### src/rtl/ps2_pet_keyboard.sv
// rtl/ps2_pet_keyboard.sv - PS/2 keyboard receiver driving a PET 10x8 key matrix
// Scancodes set/clear matrix cells; keyin reads the selected row with active-low columns.
module ps2_pet_keyboard #(
  parameter int TIMEOUT_CYCLES = 65536,
  parameter int SYNC_STAGES    = 2
) (
  input  logic       clk,
  input  logic       reset,
  input  logic       ps2_clk,
  input  logic       ps2_data,
  input  logic [3:0] keyrow,
  output logic [7:0] keyin,
  output logic       scan_valid,
  output logic [7:0] scan_code,
  output logic       frame_err
);

  localparam int TW = $clog2(TIMEOUT_CYCLES) + 1;
  localparam logic [TW-1:0] TMAX = TW'(TIMEOUT_CYCLES - 1);

  typedef enum logic [1:0] {S_IDLE, S_DATA, S_PARITY, S_STOP} state_t;

  logic [SYNC_STAGES-1:0] clk_sync_q;
  logic [SYNC_STAGES-1:0] data_sync_q;
  logic                   clk_prev_q;
  logic                   clk_s;
  logic                   data_s;
  logic                   fall;

  state_t                 state_q;
  logic [2:0]             bitcnt_q;
  logic [7:0]             shift_q;
  logic                   parity_q;
  logic [TW-1:0]          tmo_q;
  logic                   scan_valid_q;
  logic                   frame_err_q;
  logic                   clr_flags_q;
  logic [7:0]             scan_code_q;

  logic                   ext_q;
  logic                   brk_q;
  logic [7:0]             matrix_q [10];

  logic [7:0]             map_e;
  logic                   map_hit;
  logic [3:0]             map_row;
  logic [2:0]             map_col;

  // Synchronisers idle high so reset release never fakes a falling edge.
  always_ff @(posedge clk or posedge reset) begin
    if (reset) begin
      clk_sync_q  <= '1;
      data_sync_q <= '1;
      clk_prev_q  <= 1'b1;
    end else begin
      clk_sync_q  <= {clk_sync_q[SYNC_STAGES-2:0], ps2_clk};
      data_sync_q <= {data_sync_q[SYNC_STAGES-2:0], ps2_data};
      clk_prev_q  <= clk_s;
    end
  end

  assign clk_s  = clk_sync_q[SYNC_STAGES-1];
  assign data_s = data_sync_q[SYNC_STAGES-1];
  assign fall   = clk_prev_q & ~clk_s;

  always_ff @(posedge clk or posedge reset) begin
    if (reset) begin
      state_q      <= S_IDLE;
      bitcnt_q     <= 3'd0;
      shift_q      <= 8'h00;
      parity_q     <= 1'b0;
      tmo_q        <= '0;
      scan_valid_q <= 1'b0;
      frame_err_q  <= 1'b0;
      clr_flags_q  <= 1'b0;
      scan_code_q  <= 8'h00;
    end else begin
      scan_valid_q <= 1'b0;
      frame_err_q  <= 1'b0;
      clr_flags_q  <= 1'b0;

      if (fall) begin
        tmo_q <= '0;
      end else if (state_q != S_IDLE) begin
        tmo_q <= tmo_q + TW'(1);
      end

      case (state_q)
        S_IDLE: begin
          if (fall) begin
            if (!data_s) begin
              state_q  <= S_DATA;
              bitcnt_q <= 3'd0;
            end else begin
              frame_err_q <= 1'b1;
            end
          end
        end
        S_DATA: begin
          if (fall) begin
            shift_q  <= {data_s, shift_q[7:1]};
            bitcnt_q <= bitcnt_q + 3'd1;
            if (bitcnt_q == 3'd7) begin
              state_q <= S_PARITY;
            end
          end
        end
        S_PARITY: begin
          if (fall) begin
            parity_q <= data_s;
            state_q  <= S_STOP;
          end
        end
        S_STOP: begin
          if (fall) begin
            // Odd parity over data plus parity bit, and stop bit must be high.
            if (data_s && (^{shift_q, parity_q})) begin
              scan_valid_q <= 1'b1;
              scan_code_q  <= shift_q;
            end else begin
              frame_err_q <= 1'b1;
              clr_flags_q <= 1'b1;
            end
            state_q <= S_IDLE;
          end
        end
        default: state_q <= S_IDLE;
      endcase

      if (!fall && (state_q != S_IDLE) && (tmo_q == TMAX)) begin
        state_q     <= S_IDLE;
        tmo_q       <= '0;
        frame_err_q <= 1'b1;
        clr_flags_q <= 1'b1;
      end
    end
  end

  assign scan_valid = scan_valid_q;
  assign frame_err  = frame_err_q;
  assign scan_code  = scan_code_q;

  // Keymap ROM: {ext, code} -> {hit, row[3:0], col[2:0]}; every cell used at most once.
  always_comb begin
    map_e = 8'h00;
    case ({ext_q, scan_code_q})
      9'h015: map_e = {1'b1, 4'd2, 3'd0};  // Q
      9'h024: map_e = {1'b1, 4'd2, 3'd1};  // E
      9'h02C: map_e = {1'b1, 4'd2, 3'd2};  // T
      9'h03C: map_e = {1'b1, 4'd2, 3'd3};  // U
      9'h044: map_e = {1'b1, 4'd2, 3'd4};  // O
      9'h03D: map_e = {1'b1, 4'd2, 3'd6};  // 7
      9'h046: map_e = {1'b1, 4'd2, 3'd7};  // 9
      9'h01D: map_e = {1'b1, 4'd3, 3'd0};  // W
      9'h02D: map_e = {1'b1, 4'd3, 3'd1};  // R
      9'h035: map_e = {1'b1, 4'd3, 3'd2};  // Y
      9'h043: map_e = {1'b1, 4'd3, 3'd3};  // I
      9'h04D: map_e = {1'b1, 4'd3, 3'd4};  // P
      9'h03E: map_e = {1'b1, 4'd3, 3'd6};  // 8
      9'h04A: map_e = {1'b1, 4'd3, 3'd7};  // /
      9'h01C: map_e = {1'b1, 4'd4, 3'd0};  // A
      9'h023: map_e = {1'b1, 4'd4, 3'd1};  // D
      9'h034: map_e = {1'b1, 4'd4, 3'd2};  // G
      9'h03B: map_e = {1'b1, 4'd4, 3'd3};  // J
      9'h04B: map_e = {1'b1, 4'd4, 3'd4};  // L
      9'h025: map_e = {1'b1, 4'd4, 3'd6};  // 4
      9'h036: map_e = {1'b1, 4'd4, 3'd7};  // 6
      9'h01B: map_e = {1'b1, 4'd5, 3'd0};  // S
      9'h02B: map_e = {1'b1, 4'd5, 3'd1};  // F
      9'h033: map_e = {1'b1, 4'd5, 3'd2};  // H
      9'h042: map_e = {1'b1, 4'd5, 3'd3};  // K
      9'h02E: map_e = {1'b1, 4'd5, 3'd6};  // 5
      9'h01A: map_e = {1'b1, 4'd6, 3'd0};  // Z
      9'h021: map_e = {1'b1, 4'd6, 3'd1};  // C
      9'h032: map_e = {1'b1, 4'd6, 3'd2};  // B
      9'h03A: map_e = {1'b1, 4'd6, 3'd3};  // M
      9'h04C: map_e = {1'b1, 4'd6, 3'd4};  // ;
      9'h05A: map_e = {1'b1, 4'd6, 3'd5};  // return
      9'h016: map_e = {1'b1, 4'd6, 3'd6};  // 1
      9'h026: map_e = {1'b1, 4'd6, 3'd7};  // 3
      9'h022: map_e = {1'b1, 4'd7, 3'd0};  // X
      9'h02A: map_e = {1'b1, 4'd7, 3'd1};  // V
      9'h031: map_e = {1'b1, 4'd7, 3'd2};  // N
      9'h041: map_e = {1'b1, 4'd7, 3'd3};  // ,
      9'h01E: map_e = {1'b1, 4'd7, 3'd6};  // 2
      9'h012: map_e = {1'b1, 4'd8, 3'd0};  // left shift
      9'h059: map_e = {1'b1, 4'd8, 3'd5};  // right shift
      9'h045: map_e = {1'b1, 4'd8, 3'd6};  // 0
      9'h04E: map_e = {1'b1, 4'd8, 3'd7};  // -
      9'h029: map_e = {1'b1, 4'd9, 3'd2};  // space
      9'h076: map_e = {1'b1, 4'd9, 3'd4};  // esc -> stop
      9'h049: map_e = {1'b1, 4'd9, 3'd6};  // .
      9'h055: map_e = {1'b1, 4'd9, 3'd7};  // =
      9'h066: map_e = {1'b1, 4'd1, 3'd6};  // backspace -> del
      9'h16C: map_e = {1'b1, 4'd0, 3'd6};  // home
      9'h174: map_e = {1'b1, 4'd0, 3'd7};  // cursor right
      9'h175: map_e = {1'b1, 4'd1, 3'd7};  // cursor up, shares the cursor-down cell
      default: map_e = 8'h00;
    endcase
  end

  assign map_hit = map_e[7];
  assign map_row = map_e[6:3];
  assign map_col = map_e[2:0];

  always_ff @(posedge clk or posedge reset) begin
    if (reset) begin
      ext_q <= 1'b0;
      brk_q <= 1'b0;
      for (int r = 0; r < 10; r++) begin
        matrix_q[r] <= 8'h00;
      end
    end else if (clr_flags_q) begin
      ext_q <= 1'b0;
      brk_q <= 1'b0;
    end else if (scan_valid_q) begin
      case (scan_code_q)
        8'hE0: ext_q <= 1'b1;
        8'hF0: brk_q <= 1'b1;
        8'hAA, 8'hFA, 8'hEE, 8'hFE, 8'h00, 8'hFF: ;
        default: begin
          if (map_hit) begin
            for (int r = 0; r < 10; r++) begin
              if (map_row == 4'(r)) begin
                matrix_q[r][map_col] <= ~brk_q;
              end
            end
          end
          ext_q <= 1'b0;
          brk_q <= 1'b0;
        end
      endcase
    end
  end

  always_comb begin
    keyin = 8'hFF;
    for (int r = 0; r < 10; r++) begin
      if (keyrow == 4'(r)) begin
        keyin = ~matrix_q[r];
      end
    end
  end

endmodule

### config.mk
export PLATFORM = sky130hd
export DESIGN_NAME = ps2_pet_keyboard
export DESIGN_NICKNAME = d
export VERILOG_FILES = /design/src/rtl/ps2_pet_keyboard.sv
export SDC_FILE = /design/constraint.sdc
export NUM_CORES = 1
export LEC_CHECK = 0
export ABC_AREA = 1
export BUFFER_PORTS_ARGS = -buffer_cell sky130_fd_sc_hd__buf_2
export CAP_MARGIN = 20
export CORE_MARGIN = 2
export CORE_UTILIZATION = 60
export DETAILED_ROUTE_END_ITERATION = 10
export PLACE_DENSITY = 0.77
export SYNTH_ARGS = -nofsm -noshare
export SYNTH_HDL_FRONTEND = slang
export SYNTH_SLANG_ARGS = --single-unit
### constraint.sdc
create_clock -name clk -period 6.3 [get_ports clk]
set_input_delay 1.26 -clock clk [delete_from_list [all_inputs] [get_ports clk]]
set_output_delay 1.26 -clock clk [all_outputs]
set_load 0.1 [all_outputs]
==> impl_metrics.ini <==
[route]
drc = 0
vias = 7193
drt-initial-drc-count = 815
routedWlPerCell_um = 15.3
antenna_left = 0
vias_per_cell = 5.48
first_pass_iters = 7
drt_wl_total_mm = 20.1

[cells_and_area]
layout-drive-gt1-share = 0.140
utilization = 0.679
postLayoutCellArea_um2 = 8670
nets = 1144
synthToLayoutAreaGrowth_pct = 9.39
antenna_cells = 0

[clock_tree]
root_buffer = clkbuf_16
cts_setup_buffers = 0
hold_buffers = 0
ctsResizeCount = 0
cts_max_level = 4
clkTransAtPathRegs_ns = 0.06
clk_path_buf_depth = 2
clkSinkCount = 129
clock_latency_ns = 0.43
cts_tree = done
cts_buffers = 17

[synthesis]
syn_avg_cell_area_um2 = 7.03
synth_area_leaders = dfrtp_1 39%, nand2_1 17%, nand3_1 7.0%, nor2_1 5.8%, inv_1 5.6%
syn_nets = 1144
synth_enable_flop_cells = 0
synthFlopType = dfrtp_1
synth_top_area_cell = dfrtp_1
synth_cell_types = 49
yosysMostFrequentCell = nand2_1
yosysWarnings = 0
synth_seq_area_share = 0.408
synth_top_area_share = 0.391
netlist_area_um2 = 7930
synth-async-reset-ratio = 1.00
yosys_register_bits = 129
synthCells = 1128
yosys-top-cells-count = 350 x nand2_1, 124 x dfrtp_1, 123 x nor2_1

[sta]
period_needed_ns = 4.75
slew_headroom = 0.390
grt_setup_unrepaired = no
report.final.slew_viol_count = 0
fin_setup_tns_ns = 0
period_share = 0.755
setup_viol = 0
tightestPinTransition_ns = 0.914
layout_setup_ws_ns = 1.55
hold_viol_final = 0
finalClockSkew_ns = 0.0101
max_clock_freq_mhz = 210

[placed_design]
placed_cell_area_um2 = 8090
io_buffers = 25
hpwl_mm = 14.3
place_congestion = 0.994
place_ws_ns = 1.63

[pwr]
p_sw_uw = 888
netSwitchingFraction = 0.354
peakVddDrop_mv = 0.317
total_leakage_power_nw = 4.60
power_density_nw_per_um2 = 289
p_int_mw = 1.62
power.total_mw = 2.51
seqPwrFrac = 0.382
pwr-share-clk = 0.388
combPwrFrac = 0.230

[critical_path]
worst_r2r_endpoint = matrix_q[55]
required_ns = 5.04
crit_start = keyrow[3]
arrival_ns = 3.49
r2r_slack_ns = 2.95
rr_worst_depth = 14
start_kind = primary input
critPathMaxFanout = 9
setup.worst_path.end = keyin[4]
path_cells = buf_2, nor2_1, nand2_1, inv_1, nand2_1, a22oi_1, nand4_1, o21ai_0, nand3_1, o21ai_0, buf_2
endpoint_kind = primary output
r2r-start = ext_q
critPathSlowestCell = buf_2
slowest_delay_ns = 0.49
path_class = primary input to primary output

[floorplan]
die_h_um = 119
row_count = 41
ios = 26
dieWidth_um = 119
fp.dieArea_um2 = 14200
start_util = 0.621
coreArea_um2 = 12800

[global_routing]
grt_start_max_net_pins = 78
overflow = 0
antenna_found_initial = 0
grt_pass1_vias = 6812
grt_pass1_wl_mm = 33.8
gr-usage-all-layers = 0.302

[hold_path]
min-delay-path-class = flip-flop to flip-flop
worstHoldStart = data_sync_q[0]
hold_path_depth = 0

[outcome]
outcome = completed

[job]
drv_cap = 0
## through the flow
step                hold slack (ns)  cells
floorplan                     0.345   1128
global placement              0.347   1281
detailed placement            0.349   1281
CTS                           0.358   1313
global route                  0.362   1313
finish                        0.357   1313
## layout make-up
| cell class | instances | area, um2 |
|---|---|---|
| fillers | 1097 | 4100 |
| multi-input cells | 814 | 3980 |
| clock inverters | 14 | 155 |
| well taps | 172 | 215 |
| inverters | 139 | 524 |
| repair buffers | 27 | 140 |
| clock buffers | 18 | 429 |
| flip-flops and latches | 129 | 3230 |
## logic make-up (layout without fill, tap and decap cells)
logic type	Yosys count	count (layout)	synth area share
flip-flops	129	129	0.408
adder cells (fa/ha/maj)	8	8	0.0126
AND/OR/NAND/NOR	693	693	0.404
XOR/XNOR	8	8	0.00884
multiplexers	1	1	0.00142
buffers and inverters	185	198	0.0907
AO/OA/AOI/OAI	104	104	0.0743
## layer usage
layer,GRT usage,share of wire
met5,0,0
met4,0.0997,0.017
met3,0.0594,0.064
met2,0.457,0.45
met1,0.438,0.47
## worst max-delay path, delay by kind of cell
family,cells,cell delay [ns]
and+or+nand+nor,5,0.98
AOI/OAI and AO/OA,3,0.40
buffers and inverters,3,0.84
## power groups by stage
stage | Clock, mW | Combinational [mW] | Sequential (mW)
after CTS | 0.985 | 0.570 | 0.957
after global placement | 0 | 0.551 | 0.969
after floorplan | 0 | 0.382 | 1.03
after detailed placement | 0 | 0.561 | 0.971
final | 0.974 | 0.576 | 0.959
after global routing | 1.01 | 0.639 | 0.967
## layout by cell type, fill, tap and decap left out, drive strengths merged, types with 3 or more instances in the layout
cell and n:
nor3 18, buf 27, clkinv 8, a21oi 24
dfrtp 124, a31oi 4, o31ai 3, xnor2 3
clkbuf 18, nor2 169, o2111ai 3, inv 142
nand2 366, a22oi 3, nand4 13, nand3 120
o211ai 3, xor2 5, ha 8, dfstp 5
o21ai 54
## registers in the layout, summed over array words and instances (netlist names), 2 cells and up
signal / count
matrix_q: 80
data_sync_q: 2
bitcnt_q: 3
shift_q: 8
state_q: 2
clk_sync_q: 2
scan_code: 8
tmo_q: 17
## worst min-delay path by stage
stage                                end
final                     data_sync_q[1]
after global routing       clk_sync_q[1]
after CTS                 data_sync_q[1]
after detailed placement  data_sync_q[1]
after global placement    data_sync_q[1]
after floorplan            clk_sync_q[1]
Power figures use the tool's default switching activity.
